[config.mk]
export PLATFORM = sky130hd
export DESIGN_NAME = eth_tx_arbiter
export DESIGN_NICKNAME = d
export VERILOG_FILES = /design/src/rtl/eth_tx_pkg.sv /design/src/rtl/eth_tx_stall_timer.sv /design/src/rtl/eth_tx_arbiter.sv
export SDC_FILE = /design/constraint.sdc
export NUM_CORES = 1
export LEC_CHECK = 0
export BUFFER_PORTS_ARGS = -buffer_cell sky130_fd_sc_hd__buf_4
export CORE_ASPECT_RATIO = 0.7
export CORE_UTILIZATION = 34
export CTS_CLUSTER_SIZE = 10
export DETAILED_ROUTE_END_ITERATION = 6
export GPL_TIMING_DRIVEN = 0
export HOLD_SLACK_MARGIN = 0.03
export PLACE_DENSITY = 0.64
export REMOVE_ABC_BUFFERS = 1
export SYNTH_ARGS = -nofsm -noshare
export SYNTH_HDL_FRONTEND = slang
export SYNTH_SLANG_ARGS = --single-unit
export TNS_END_PERCENT = 50
[constraint.sdc]
create_clock -name CLK -period 2.8 [get_ports CLK]
set_input_delay 0.42 -clock CLK [delete_from_list [all_inputs] [get_ports CLK]]
set_output_delay 0.42 -clock CLK [all_outputs]
set_load 0.005 [all_outputs]
[src/rtl/eth_tx_pkg.sv]
// Shared types and constants for the Ethernet TX frame arbiter.
package eth_tx_pkg;

    typedef enum logic [2:0] {
        ST_IDLE,
        ST_XFER,
        ST_ABORT,
        ST_FLUSH,
        ST_GAP
    } state_t;

    localparam logic       SRC_ARP    = 1'b0;
    localparam logic       SRC_UDP    = 1'b1;
    localparam logic [7:0] ABORT_BYTE = 8'h00;
    localparam int         CNT_W      = 16;

endpackage

[src/rtl/eth_tx_stall_timer.sv]
// Counts consecutive source-starved cycles of the granted frame and flags the cycle the limit is hit.
module eth_tx_stall_timer
    import eth_tx_pkg::*;
#(
    parameter int P_STALL_LIMIT = 64
) (
    input  logic CLK,
    input  logic I_RESET,
    input  logic enable,
    input  logic clear,
    input  logic starved,
    output logic expired
);

    localparam logic [CNT_W-1:0] LIMIT_M1 = CNT_W'(P_STALL_LIMIT - 1);

    logic [CNT_W-1:0] stall_cnt;

    always_ff @(posedge CLK) begin
        if (I_RESET || clear) begin
            stall_cnt <= '0;
        end else if (enable && starved) begin
            stall_cnt <= stall_cnt + 16'd1;
        end
    end

    // Fires in the starved cycle that brings the count up to the limit, so a
    // source that returns in that very cycle wins with its handshake.
    assign expired = enable && starved && (stall_cnt == LIMIT_M1);

endmodule

[src/rtl/eth_tx_arbiter.sv]
// Frame-granular two-way arbiter (ARP = source 0, UDP = source 1) onto one byte-wide MAC TX stream,
// with inter-frame gap enforcement and clean abort of frames whose source stalls mid-frame.
module eth_tx_arbiter
    import eth_tx_pkg::*;
#(
    parameter int P_GAP_CYCLES   = 12,
    parameter int P_STALL_LIMIT  = 64,
    parameter int P_ARP_PRIORITY = 1
) (
    input  logic        CLK,
    input  logic        I_RESET,
    input  logic        S0_AXIS_TVALID,
    input  logic [7:0]  S0_AXIS_TDATA,
    input  logic        S0_AXIS_TLAST,
    input  logic        S0_AXIS_TUSER,
    output logic        S0_AXIS_TREADY,
    input  logic        S1_AXIS_TVALID,
    input  logic [7:0]  S1_AXIS_TDATA,
    input  logic        S1_AXIS_TLAST,
    input  logic        S1_AXIS_TUSER,
    output logic        S1_AXIS_TREADY,
    output logic        M_AXIS_TVALID,
    output logic [7:0]  M_AXIS_TDATA,
    output logic        M_AXIS_TLAST,
    output logic        M_AXIS_TUSER,
    input  logic        M_AXIS_TREADY,
    output logic [1:0]  O_GRANT,
    output logic        O_BUSY,
    output logic [15:0] O_ABORT_CNT
);

    localparam state_t           END_STATE = (P_GAP_CYCLES > 0) ? ST_GAP : ST_IDLE;
    localparam logic [CNT_W-1:0] GAP_LOAD  = (P_GAP_CYCLES > 0) ? CNT_W'(P_GAP_CYCLES - 1) : '0;

    function automatic logic [CNT_W-1:0] sat_inc(input logic [CNT_W-1:0] v);
        return (v == '1) ? v : v + 16'd1;
    endfunction

    state_t           state, state_n;
    logic             grant_idx, grant_n;
    logic             last_grant, last_n;
    logic             sent_any, sent_n;
    logic [CNT_W-1:0] abort_cnt, abort_n;
    logic [CNT_W-1:0] gap_cnt, gap_n;

    logic             g_tvalid, g_tlast, g_tuser;
    logic [7:0]       g_tdata;
    logic             hs_xfer, own_rdy, pick, stall_expired;

    assign g_tvalid = grant_idx ? S1_AXIS_TVALID : S0_AXIS_TVALID;
    assign g_tdata  = grant_idx ? S1_AXIS_TDATA  : S0_AXIS_TDATA;
    assign g_tlast  = grant_idx ? S1_AXIS_TLAST  : S0_AXIS_TLAST;
    assign g_tuser  = grant_idx ? S1_AXIS_TUSER  : S0_AXIS_TUSER;
    assign hs_xfer  = (state == ST_XFER) && g_tvalid && M_AXIS_TREADY;

    // Held clear throughout IDLE, which covers the entry into XFER.
    eth_tx_stall_timer #(
        .P_STALL_LIMIT(P_STALL_LIMIT)
    ) u_stall_timer (
        .CLK    (CLK),
        .I_RESET(I_RESET),
        .enable (state == ST_XFER),
        .clear  ((state == ST_IDLE) || hs_xfer),
        .starved(!g_tvalid),
        .expired(stall_expired)
    );

    always_ff @(posedge CLK) begin
        if (I_RESET) begin
            state      <= ST_IDLE;
            grant_idx  <= SRC_ARP;
            last_grant <= SRC_UDP;
            sent_any   <= 1'b0;
            abort_cnt  <= '0;
            gap_cnt    <= '0;
        end else begin
            state      <= state_n;
            grant_idx  <= grant_n;
            last_grant <= last_n;
            sent_any   <= sent_n;
            abort_cnt  <= abort_n;
            gap_cnt    <= gap_n;
        end
    end

    always_comb begin
        state_n       = state;
        grant_n       = grant_idx;
        last_n        = last_grant;
        sent_n        = sent_any;
        abort_n       = abort_cnt;
        gap_n         = gap_cnt;
        pick          = SRC_ARP;
        own_rdy       = 1'b0;
        M_AXIS_TVALID = 1'b0;
        M_AXIS_TDATA  = 8'h00;
        M_AXIS_TLAST  = 1'b0;
        M_AXIS_TUSER  = 1'b0;
        O_GRANT       = 2'b00;

        case (state)
            ST_IDLE: begin
                if (S0_AXIS_TVALID && S1_AXIS_TVALID) begin
                    pick = (P_ARP_PRIORITY != 0) ? SRC_ARP : ~last_grant;
                end else begin
                    pick = S1_AXIS_TVALID ? SRC_UDP : SRC_ARP;
                end
                if (S0_AXIS_TVALID || S1_AXIS_TVALID) begin
                    state_n = ST_XFER;
                    grant_n = pick;
                    last_n  = pick;
                    sent_n  = 1'b0;
                end
            end
            ST_XFER: begin
                M_AXIS_TVALID = g_tvalid;
                M_AXIS_TDATA  = g_tdata;
                M_AXIS_TLAST  = g_tlast;
                M_AXIS_TUSER  = g_tuser;
                own_rdy       = M_AXIS_TREADY;
                O_GRANT       = grant_idx ? 2'b10 : 2'b01;
                if (hs_xfer) begin
                    sent_n = 1'b1;
                    if (g_tlast) begin
                        state_n = END_STATE;
                        gap_n   = GAP_LOAD;
                    end
                end else if (stall_expired) begin
                    // A frame that never started is simply released; nothing reached the MAC.
                    state_n = sent_any ? ST_ABORT : ST_IDLE;
                end
            end
            ST_ABORT: begin
                M_AXIS_TVALID = 1'b1;
                M_AXIS_TDATA  = ABORT_BYTE;
                M_AXIS_TLAST  = 1'b1;
                M_AXIS_TUSER  = 1'b1;
                O_GRANT       = grant_idx ? 2'b10 : 2'b01;
                if (M_AXIS_TREADY) begin
                    abort_n = sat_inc(abort_cnt);
                    state_n = ST_FLUSH;
                end
            end
            ST_FLUSH: begin
                own_rdy = 1'b1;
                O_GRANT = grant_idx ? 2'b10 : 2'b01;
                if (g_tvalid && g_tlast) begin
                    state_n = END_STATE;
                    gap_n   = GAP_LOAD;
                end
            end
            ST_GAP: begin
                if (gap_cnt == '0) begin
                    state_n = ST_IDLE;
                end else begin
                    gap_n = gap_cnt - 16'd1;
                end
            end
            default: state_n = ST_IDLE;
        endcase

        S0_AXIS_TREADY = own_rdy && (grant_idx == SRC_ARP);
        S1_AXIS_TREADY = own_rdy && (grant_idx == SRC_UDP);
    end

    assign O_BUSY      = (state != ST_IDLE);
    assign O_ABORT_CNT = abort_cnt;

endmodule

==> impl_metrics.env, run 1 <==
export IMPL_synth_xor_xnor_area_share_pct=13.11
export IMPL_route_vias_total=2536
export IMPL_n_antenna_cell=0
export IMPL_worstPathCellList="mux2i_1 -> nand4_1 -> o211a_1 -> nor3_1 -> mux2_1"
export IMPL_min_to="grant_idx"
export IMPL_grt_total_usage_pct=15.16
export IMPL_slew_violations=0
export IMPL_dieArea_um2=8827
export IMPL_worstRegToRegCells=5
export IMPL_fillers=800
export IMPL_r2r_start="grant_idx"
export IMPL_antenna_found_initial=0
export IMPL_grt_max_degree=28
export IMPL_synth_edf_count=0
export IMPL_synth_distinct_cells=49
export IMPL_postSynthAreaPerCell_um2=8.351
export IMPL_fin_worst_skew_ns=0.004962
export IMPL_cp_required_ns=2.98
export IMPL_violations="DRC"
export IMPL_drt_pass1_iterations=6
export IMPL_synth_top_family_by_area="simple AND/OR/NAND/NOR gates"
export IMPL_io_buffers=56
export IMPL_chipHeight_um=78.91
export IMPL_clk_latency_ns=0.29
export IMPL_cts_sinks=53
export IMPL_final_setup_viol_count=0
export IMPL_synth_compound_area_share_pct=4.225
export IMPL_grt_pass1_vias=2408
export IMPL_wire_per_inst_um=12.52
export IMPL_drt_wl_total_mm=6.174
export IMPL_critPathMaxFanout=19
export IMPL_finalHoldViolCount=0
export IMPL_core_area_um2=8040
export IMPL_drive_above_1_share_pct=19.90
export IMPL_start_util_pct=35.73
export IMPL_drtIter0Drc=90
export IMPL_htreeDepth=2
export IMPL_clk_path_buf_depth=2
export IMPL_relSlewSlack_pct=62.17
export IMPL_drc=1
export IMPL_fin_nets=420
export IMPL_min_path_cells=2
export IMPL_finalCritPeriodShare_pct=82.22
export IMPL_synth_area_um2=2873
export IMPL_tns_ns=0
export IMPL_irDropWorstVdd_uv=352.6
export IMPL_cts_buffers=5
export IMPL_worstReg2RegEnd="state[1]"
export IMPL_startpoint_type="register"
export IMPL_period_minus_slack_ns=2.302
export IMPL_status="complete, but fails checks"
export IMPL_dpl_hpwl_mm=4.364
export IMPL_rsz0062_at_grt="false"
export IMPL_fin_area_um2=3500
export IMPL_critical_path_max_stage_delay_ns=0.63
export IMPL_area_delta_synth_final_pct=21.82
export IMPL_wl_met1_mm=3.303
export IMPL_worst_slew_pin_slew_ns=0.5674
export IMPL_maxCapViolations=0
export IMPL_final_common_cell="nor2_1"
export IMPL_end_kind="register"
export IMPL_cts_tree="done"
export IMPL_setup_worst_path_class="register to register"
export IMPL_ioPinCount=57
export IMPL_yosys_warnings=0
export IMPL_synthMuxAreaShare_pct=4.704
export IMPL_wl_met2_mm=2.618
export IMPL_cp_slowest_cell="dfxtp_2"
export IMPL_drtAntennaViolNets=0
export IMPL_die_w_um=111.9
export IMPL_synth_ff_type="dfxtp_1"
export IMPL_worstPathArrival_ns=2.48
export IMPL_top_layer="met4"
export IMPL_async_flop_share_pct=0
export IMPL_routed_via_density=5.144
export IMPL_yosysSeqAreaShare_pct=36.93
export IMPL_power_density_nw_per_um2=485.2
export IMPL_num_rows=27
export IMPL_r2r_setup_slack_ns=0.50
export IMPL_clk_pin_slew_ns=0.07
export IMPL_place_congestion=0.7629
export IMPL_synthSimpleGateAreaFrac_pct=35.10
export IMPL_synthAdderAreaFrac_pct=1.742
export IMPL_p_leak_nw=1.301
export IMPL_overflow=0
export IMPL_grt_pass1_wl_mm=10.94
export IMPL_hold_start="S0_AXIS_TVALID"
export IMPL_cts_root_buffer="clkbuf_16"
export IMPL_ctsHoldBuffers=0
export IMPL_fmax_ghz=0.4344
export IMPL_final_cell_mix="nor2_1 (70), buf_4 (56), dfxtp_1 (52), nor3_1 (28), xnor2_1 (28)"
export IMPL_place_area_um2=3322
export IMPL_netlist_instances=344
export IMPL_min_path_type="input port to register"
export IMPL_synth_seq_cells=53
export IMPL_wl_met3_um=175
cell usage after synthesis, types with 2 or more instances:
master | n | share of area, %
or4_4 | 2 | 0.78
ha_1 | 4 | 1.7
nor3b_1 | 4 | 1.0
and4_1 | 7 | 2.1
inv_1 | 6 | 0.78
nand2_1 | 16 | 2.1
xor2_1 | 15 | 4.6
nor3_1 | 28 | 4.9
nand3_1 | 11 | 1.9
buf_4 | 2 | 0.52
and2_1 | 6 | 1.3
nor2_1 | 70 | 9.1
nand2b_1 | 2 | 0.44
dfxtp_1 | 53 | 37
and3_1 | 3 | 0.65
nor4_1 | 7 | 1.5
clkbuf_1 | 7 | 0.91
nand4_1 | 12 | 2.6
o21ai_0 | 3 | 0.52
a21oi_1 | 11 | 1.9
nor2b_1 | 3 | 0.65
mux2i_1 | 9 | 3.1
or3_1 | 3 | 0.65
mux2_2 | 3 | 1.2
xnor2_1 | 28 | 8.5
buf_2 | 3 | 0.52
a211oi_1 | 4 | 1.0
state kept, by name (all words and copies together), names as in the netlist:
signal,cells
sent_any,1
grant_idx,1
gap_cnt,16
u_stall_timer.stall_cnt,16
state,3
O_ABORT_CNT,16
what timing repair did:
action | CTS | global route
resized for setup | 0 | 1
setup endpoints to repair | 0 | 1
buffers inserted | 0 | 0
logic make-up after synthesis:
family / count (synthesis)
and+or+nand+nor: 188
DFF: 53
xor gates and xnor gates: 43
buffers and inverters: 22
AOI/OAI and AO/OA: 21
muxes: 13
adders and majority gates: 4
worst max-delay path by stage:
stage,startpoint,end,slack (ns),cells after the start
detailed placement,grant_idx,state[1],0.21,5
CTS,grant_idx,state[1],0.19,5
global placement,grant_idx,state[1],0.24,5
floorplan,grant_idx,state[1],0.61,5
finish,grant_idx,state[1],0.50,5
global route,grant_idx,state[1],0.30,5
metal layers:
| metal | vias to the layer above | global-route usage, % |
|---|---|---|
| met5 | - | 0 |
| met4 | 0 | 5.405 |
| met3 | 4 | 3.206 |
| met2 | 42 | 23.79 |
| met1 | 1200 | 20.56 |
| li1 | 1290 | - |
critical path, delay by kind of cell, from the launching register on:
family | cells | cell delay [ns]
AOI/OAI and AO/OA | 1 | 0.34
DFF | 1 | 0.63
muxes | 2 | 0.68
and+or+nand+nor | 2 | 0.54
cell type report:
type / instances / area [um^2] / area share, %
clock inverters: 2 / 37.54 / 1.073
multi-input cells: 269 / 1692 / 48.34
inverters: 6 / 22.52 / 0.6435
flip-flops and latches: 53 / 1062 / 30.35
well taps: 101 / 126.4 / 3.611
clock buffers: 6 / 138.9 / 3.969
repair buffers: 56 / 420.4 / 12.01
metrics by stage:
stage                     setup slack [ns]  power (mW)  std cells  utilization [%]  hold slack, ns
after CTS                           0.1859       1.720        493            43.51          0.3534
after global placement              0.2356      0.9884        485            41.32          0.4785
after global routing                0.3015       1.781        493            43.53          0.3553
after floorplan                     0.6056      0.8998        328                -          0.4559
final                               0.4978       1.698        493            43.53          0.3584
after detailed placement            0.2050      0.9921        485            41.32          0.4872
where the power goes:
group          total (mW)  switching (mW)  internal (mW)  leakage (nW)
clock               0.722           0.276          0.446        0.0831
combinational       0.193          0.0980         0.0950         0.790
sequential          0.783          0.0214          0.761         0.428
(Power assumes the default switching activity.)
==> inputs of run 2 (changes only) <==
Clock period 2.8 ns to 2.15 ns, I/O delays scaled along.
==> run 2 against run 1 <==
  * The run still ends with DRC left
  * Highest routed layer unchanged
  * Power increased by 31%
  * Clock skew about the same
  * Global-route usage increased by 0.15 points
  * Utilization increased by 0.54 points
  * Die area unchanged
  * Count of clock-buffer cells in the layout unchanged
  * Critical path depth unchanged
==> impl_metrics.env, run 2 (synthesized netlist as in run 1, its figures left out) <==
export IMPL_status="complete, but fails checks"
export IMPL_violations="DRC"
export IMPL_dpl_hpwl_mm=4.364
export IMPL_ctsHoldBuffers=0
export IMPL_maxCapViolations=0
export IMPL_drt_pass1_iterations=6
export IMPL_setup_worst_path_class="register to register"
export IMPL_grt_max_degree=28
export IMPL_clk_pin_slew_ns=0.07
export IMPL_slew_violations=0
export IMPL_htreeDepth=2
export IMPL_start_util_pct=35.73
export IMPL_finalWorstSetupSlack_ns=0.1302
export IMPL_io_buffers=56
export IMPL_antenna_found_initial=0
export IMPL_wire_per_inst_um=12.59
export IMPL_drc=1
export IMPL_worstPathCellList="mux2i_4 -> nand4_1 -> o211a_1 -> nor3_1 -> mux2_1"
export IMPL_clk_latency_ns=0.29
export IMPL_drtAntennaViolNets=0
export IMPL_overflow=0
export IMPL_critPathMaxFanout=19
export IMPL_place_ws_ns=-0.4450
export IMPL_drtIter0Drc=93
export IMPL_fin_util_pct=44.07
export IMPL_cts_sinks=53
export IMPL_cts_buffers=5
export IMPL_cp_top_family="multiplexers"
export IMPL_crit_buf_inv=0
export IMPL_worstPathArrival_ns=2.19
export IMPL_end_kind="register"
export IMPL_cp_slowest_cell="dfxtp_4"
export IMPL_core_area_um2=8040
export IMPL_critical_path_max_stage_delay_ns=0.53
export IMPL_fin_worst_skew_ns=0.004506
export IMPL_min_path_type="input port to register"
export IMPL_area_delta_synth_final_pct=23.35
export IMPL_grt_total_usage_pct=15.31
export IMPL_irDropWorstVdd_uv=458.9
export IMPL_r2r_setup_slack_ns=0.13
export IMPL_cts_tree="done"
export IMPL_final_common_cell="nor2_1"
export IMPL_worst_slew_pin_slew_ns=0.5280
export IMPL_ioPinCount=57
export IMPL_cp_required_ns=2.32
export IMPL_routed_via_density=5.125
export IMPL_relSlewSlack_pct=64.53
export IMPL_route_vias_total=2537
export IMPL_cts_root_buffer="clkbuf_16"
export IMPL_final_setup_viol_count=0
export IMPL_drt_wl_total_mm=6.233
export IMPL_grt_pass1_vias=2428
export IMPL_rsz0062_at_grt="false"
export IMPL_clk_path_buf_depth=2
export IMPL_grt_pass1_wl_mm=11.07
export IMPL_drive_above_1_share_pct=21.83
export IMPL_n_antenna_cell=0
export IMPL_chipHeight_um=78.91
export IMPL_fmax_ghz=0.4951
export IMPL_place_congestion=0.7629
export IMPL_finalHoldViolCount=0
export IMPL_num_rows=27
export IMPL_fillers=795
export IMPL_startpoint_type="register"
export IMPL_die_w_um=111.9
export IMPL_period_minus_slack_ns=2.020
export IMPL_p_leak_nw=1.314
export IMPL_fin_nets=422
export IMPL_final_cell_mix="nor2_1 (70), buf_4 (58), dfxtp_1 (49), nor3_1 (28), xnor2_1 (28)"
export IMPL_dieArea_um2=8827
export IMPL_power_density_nw_per_um2=626.0
export IMPL_finalCritPeriodShare_pct=93.95
[run 2: cell count changes in the layout (fill, tap and decap cells not counted), sizes merged]
cell / delta
buf: +2
[run 2: metrics by stage]
step / TNS, ns / hold slack, ns / area, um^2 / std cells / power (mW)
detailed placement: -4.608 / 0.4872 / 3322 / 485 / 1.292
global route: 0 / 0.2753 / 3543 / 495 / 2.329
CTS: 0 / 0.2645 / 3523 / 493 / 2.245
global placement: -3.677 / 0.4785 / 3322 / 485 / 1.287
floorplan: -0.04438 / 0.3916 / 2775 / 328 / 1.172
finish: 0 / 0.2791 / 3543 / 495 / 2.218
[run 2: layout make-up]
cell class / count / area [um^2] / share of cell area, %
multi-input cells: 269 / 1714 / 48.38
flip-flops and latches: 53 / 1069 / 30.16
repair buffers: 58 / 435.4 / 12.29
clock buffers: 6 / 138.9 / 3.919
well taps: 101 / 126.4 / 3.566
clock inverters: 2 / 37.54 / 1.059
inverters: 6 / 22.52 / 0.6356
[run 2: worst paths after layout]
check,end,cells after the start,from
setup / recovery,state[1],5,grant_idx
hold / removal,grant_idx,2,S0_AXIS_TVALID
setup reg to reg,state[1],5,grant_idx
hold reg to reg,u_stall_timer.stall_cnt[1],2,u_stall_timer.stall_cnt[1]
[run 2: repair_timing]
item                                    CTS  global route
hold endpoints to repair                  0             0
gates resized for setup                   8             1
buffers inserted                          0             2
pin swaps                                 2             1
endpoints found under the setup margin   26             4
[run 2: where the power goes]
group	leakage, nW	internal, mW	switching (mW)
Combinational	0.802	0.128	0.129
Sequential	0.429	0.992	0.0287
Clock	0.0831	0.581	0.360
Total	1.31	1.70	0.517
[run 2: per-layer routing]
| layer | vias up | track usage (%) | wire (um) |
|---|---|---|---|
| met1 | 1208 | 20.75 | 3309 |
| li1 | 1292 | - | - |
| met2 | 33 | 24.10 | 2690 |
| met3 | 4 | 3.206 | 156 |
| met5 | - | 0 | 0 |
| met4 | 0 | 5.405 | 76 |
[run 2: worst register-to-register path: stages, from the launching register on]
cell	delay [ns]
dfxtp_4	0.53
mux2i_4	0.30
nand4_1	0.22
o211a_1	0.31
nor3_1	0.21
mux2_1	0.33
==> inputs of run 3 (changes only) <==
Settings changed: CORE_ASPECT_RATIO 0.7 to 1.2.
==> run 3 against run 2 <==
  * Setup slack better by 0.017 ns
  * Design area is 1.7% lower
  * Largest cell class unchanged
  * Clock power is 27% lower
  * The flow now finishes without violations
  * First-iteration DRC count is 23% higher
  * Largest power group unchanged
  * Via count is 2.8% lower
  * Hold slack worse by 0.041 ns
  * Global-route usage is 0.34 points lower
==> impl_metrics.env, run 3 (synthesized netlist as in run 1, its figures left out) <==
export IMPL_status="finished clean"
export IMPL_finalCritPeriodShare_pct=93.17
export IMPL_area_delta_synth_final_pct=21.30
export IMPL_critPathMaxFanout=12
export IMPL_worstPathArrival_ns=2.21
export IMPL_period_minus_slack_ns=2.003
export IMPL_grt_total_usage_pct=14.98
export IMPL_drtIter0Drc=114
export IMPL_antenna_found_initial=0
export IMPL_final_cell_mix="nor2_1 (70), buf_4 (57), dfxtp_1 (49), nor3_1 (28), xnor2_1 (28)"
export IMPL_min_to="grant_idx"
export IMPL_clk_pin_slew_ns=0.10
export IMPL_ioPinCount=57
export IMPL_drtAntennaViolNets=0
export IMPL_r2r_start="state[1]"
export IMPL_dieArea_um2=8823
export IMPL_cts_root_buffer="clkbuf_8"
export IMPL_startpoint_type="register"
export IMPL_final_common_cell="nor2_1"
export IMPL_place_ws_ns=-0.4051
export IMPL_grt_max_degree=28
export IMPL_finalHoldViolCount=0
export IMPL_start_util_pct=35.24
export IMPL_chipHeight_um=102.7
export IMPL_power_density_nw_per_um2=561.6
export IMPL_hold_start="S0_AXIS_TVALID"
export IMPL_dp_cells=498
export IMPL_n_antenna_cell=0
export IMPL_dpl_hpwl_mm=4.302
export IMPL_grt_pass1_vias=2382
export IMPL_place_area_um2=3338
export IMPL_final_setup_viol_count=0
export IMPL_io_buffers=56
export IMPL_fin_nets=421
export IMPL_relSlewSlack_pct=66.91
export IMPL_htreeDepth=2
export IMPL_timing_hold_ws_ns=0.2381
export IMPL_clk_path_buf_depth=2
export IMPL_num_rows=36
export IMPL_cts_buffers=5
export IMPL_worstReg2RegEnd="O_ABORT_CNT[13]"
export IMPL_core_area_um2=8153
export IMPL_drive_above_1_share_pct=21.37
export IMPL_clk_latency_ns=0.31
export IMPL_end_kind="register"
export IMPL_irDropWorstVdd_uv=355.8
export IMPL_die_w_um=85.91
export IMPL_cp_required_ns=2.36
export IMPL_wire_per_inst_um=11.85
export IMPL_ctsHoldBuffers=0
export IMPL_drt_wl_total_mm=6.007
export IMPL_fmax_ghz=0.4992
export IMPL_place_congestion=0.7471
export IMPL_min_path_cells=2
export IMPL_routed_via_density=4.864
export IMPL_drt_pass1_iterations=6
export IMPL_slew_violations=0
export IMPL_drc=0
export IMPL_cts_sinks=53
export IMPL_worstRegToRegCells=5
export IMPL_fin_worst_skew_ns=0.01470
export IMPL_route_vias_total=2466
export IMPL_setup_worst_path_class="register to register"
export IMPL_finalWorstSetupSlack_ns=0.1468
export IMPL_fin_area_um2=3485
export IMPL_maxCapViolations=0
export IMPL_r2r_setup_slack_ns=0.15
export IMPL_p_leak_nw=1.282
export IMPL_grt_pass1_wl_mm=10.76
export IMPL_worst_slew_pin_slew_ns=0.4926
export IMPL_rsz0062_at_grt="false"
export IMPL_cts_tree="done"
export IMPL_tns_ns=0
export IMPL_min_path_type="input port to register"
export IMPL_overflow=0
export IMPL_stdcell_count=507
[run 3: metrics by stage]
step,total power [mW],util (%)
2_1_floorplan,1.172,-
3_3_place_gp,1.287,40.95
3_5_place_dp,1.292,40.95
4_1_cts,1.982,42.50
5_1_grt,2.048,42.74
6_report,1.957,42.74
[run 3: power by group]
part / switching (mW) / internal, mW
Clock: 0.333 / 0.350
Combinational: 0.126 / 0.129
Sequential: 0.0277 / 0.992
Total: 0.487 / 1.47
[run 3: final cells by class]
type                       count  area (um^2)
clock inverter                 2        38.79
timing repair buffer          57        427.9
sequential                    53         1069
inverter                       6        22.52
multi-input combinational    269         1712
tap                          114        142.6
fill                         802         4668
clock buffer                   6        72.57
[run 3: metal layers]
metal | share of wire [%] | track usage, %
met5 | 0 | 0
met4 | 1.6 | 5.769
met3 | 3.8 | 2.562
met2 | 47 | 25.89
met1 | 48 | 18.64
[run 3: worst max-delay path, cell delays in order (launching register included)]
cell       delay (ns)
dfxtp_2          0.53
nand4bb_2        0.32
or3_1            0.50
nor4b_2          0.33
xnor2_1          0.17
nor2_1           0.05
[run 3: repair_timing]
action	CTS	global route
gates resized for setup	6	3
setup buffers	0	1
pin swaps	2	1
endpoints found under the setup margin	26	27
[run 3: worst max-delay path by stage]
stage,startpoint,endpoint,slack [ns],cells past startpoint
floorplan,grant_idx,state[1],-0.04,5
global placement,grant_idx,state[1],-0.40,5
detailed placement,grant_idx,state[1],-0.41,5
CTS,state[2],state[1],0.009,5
global route,state[1],O_ABORT_CNT[13],0.03,5
finish,state[1],O_ABORT_CNT[13],0.15,5
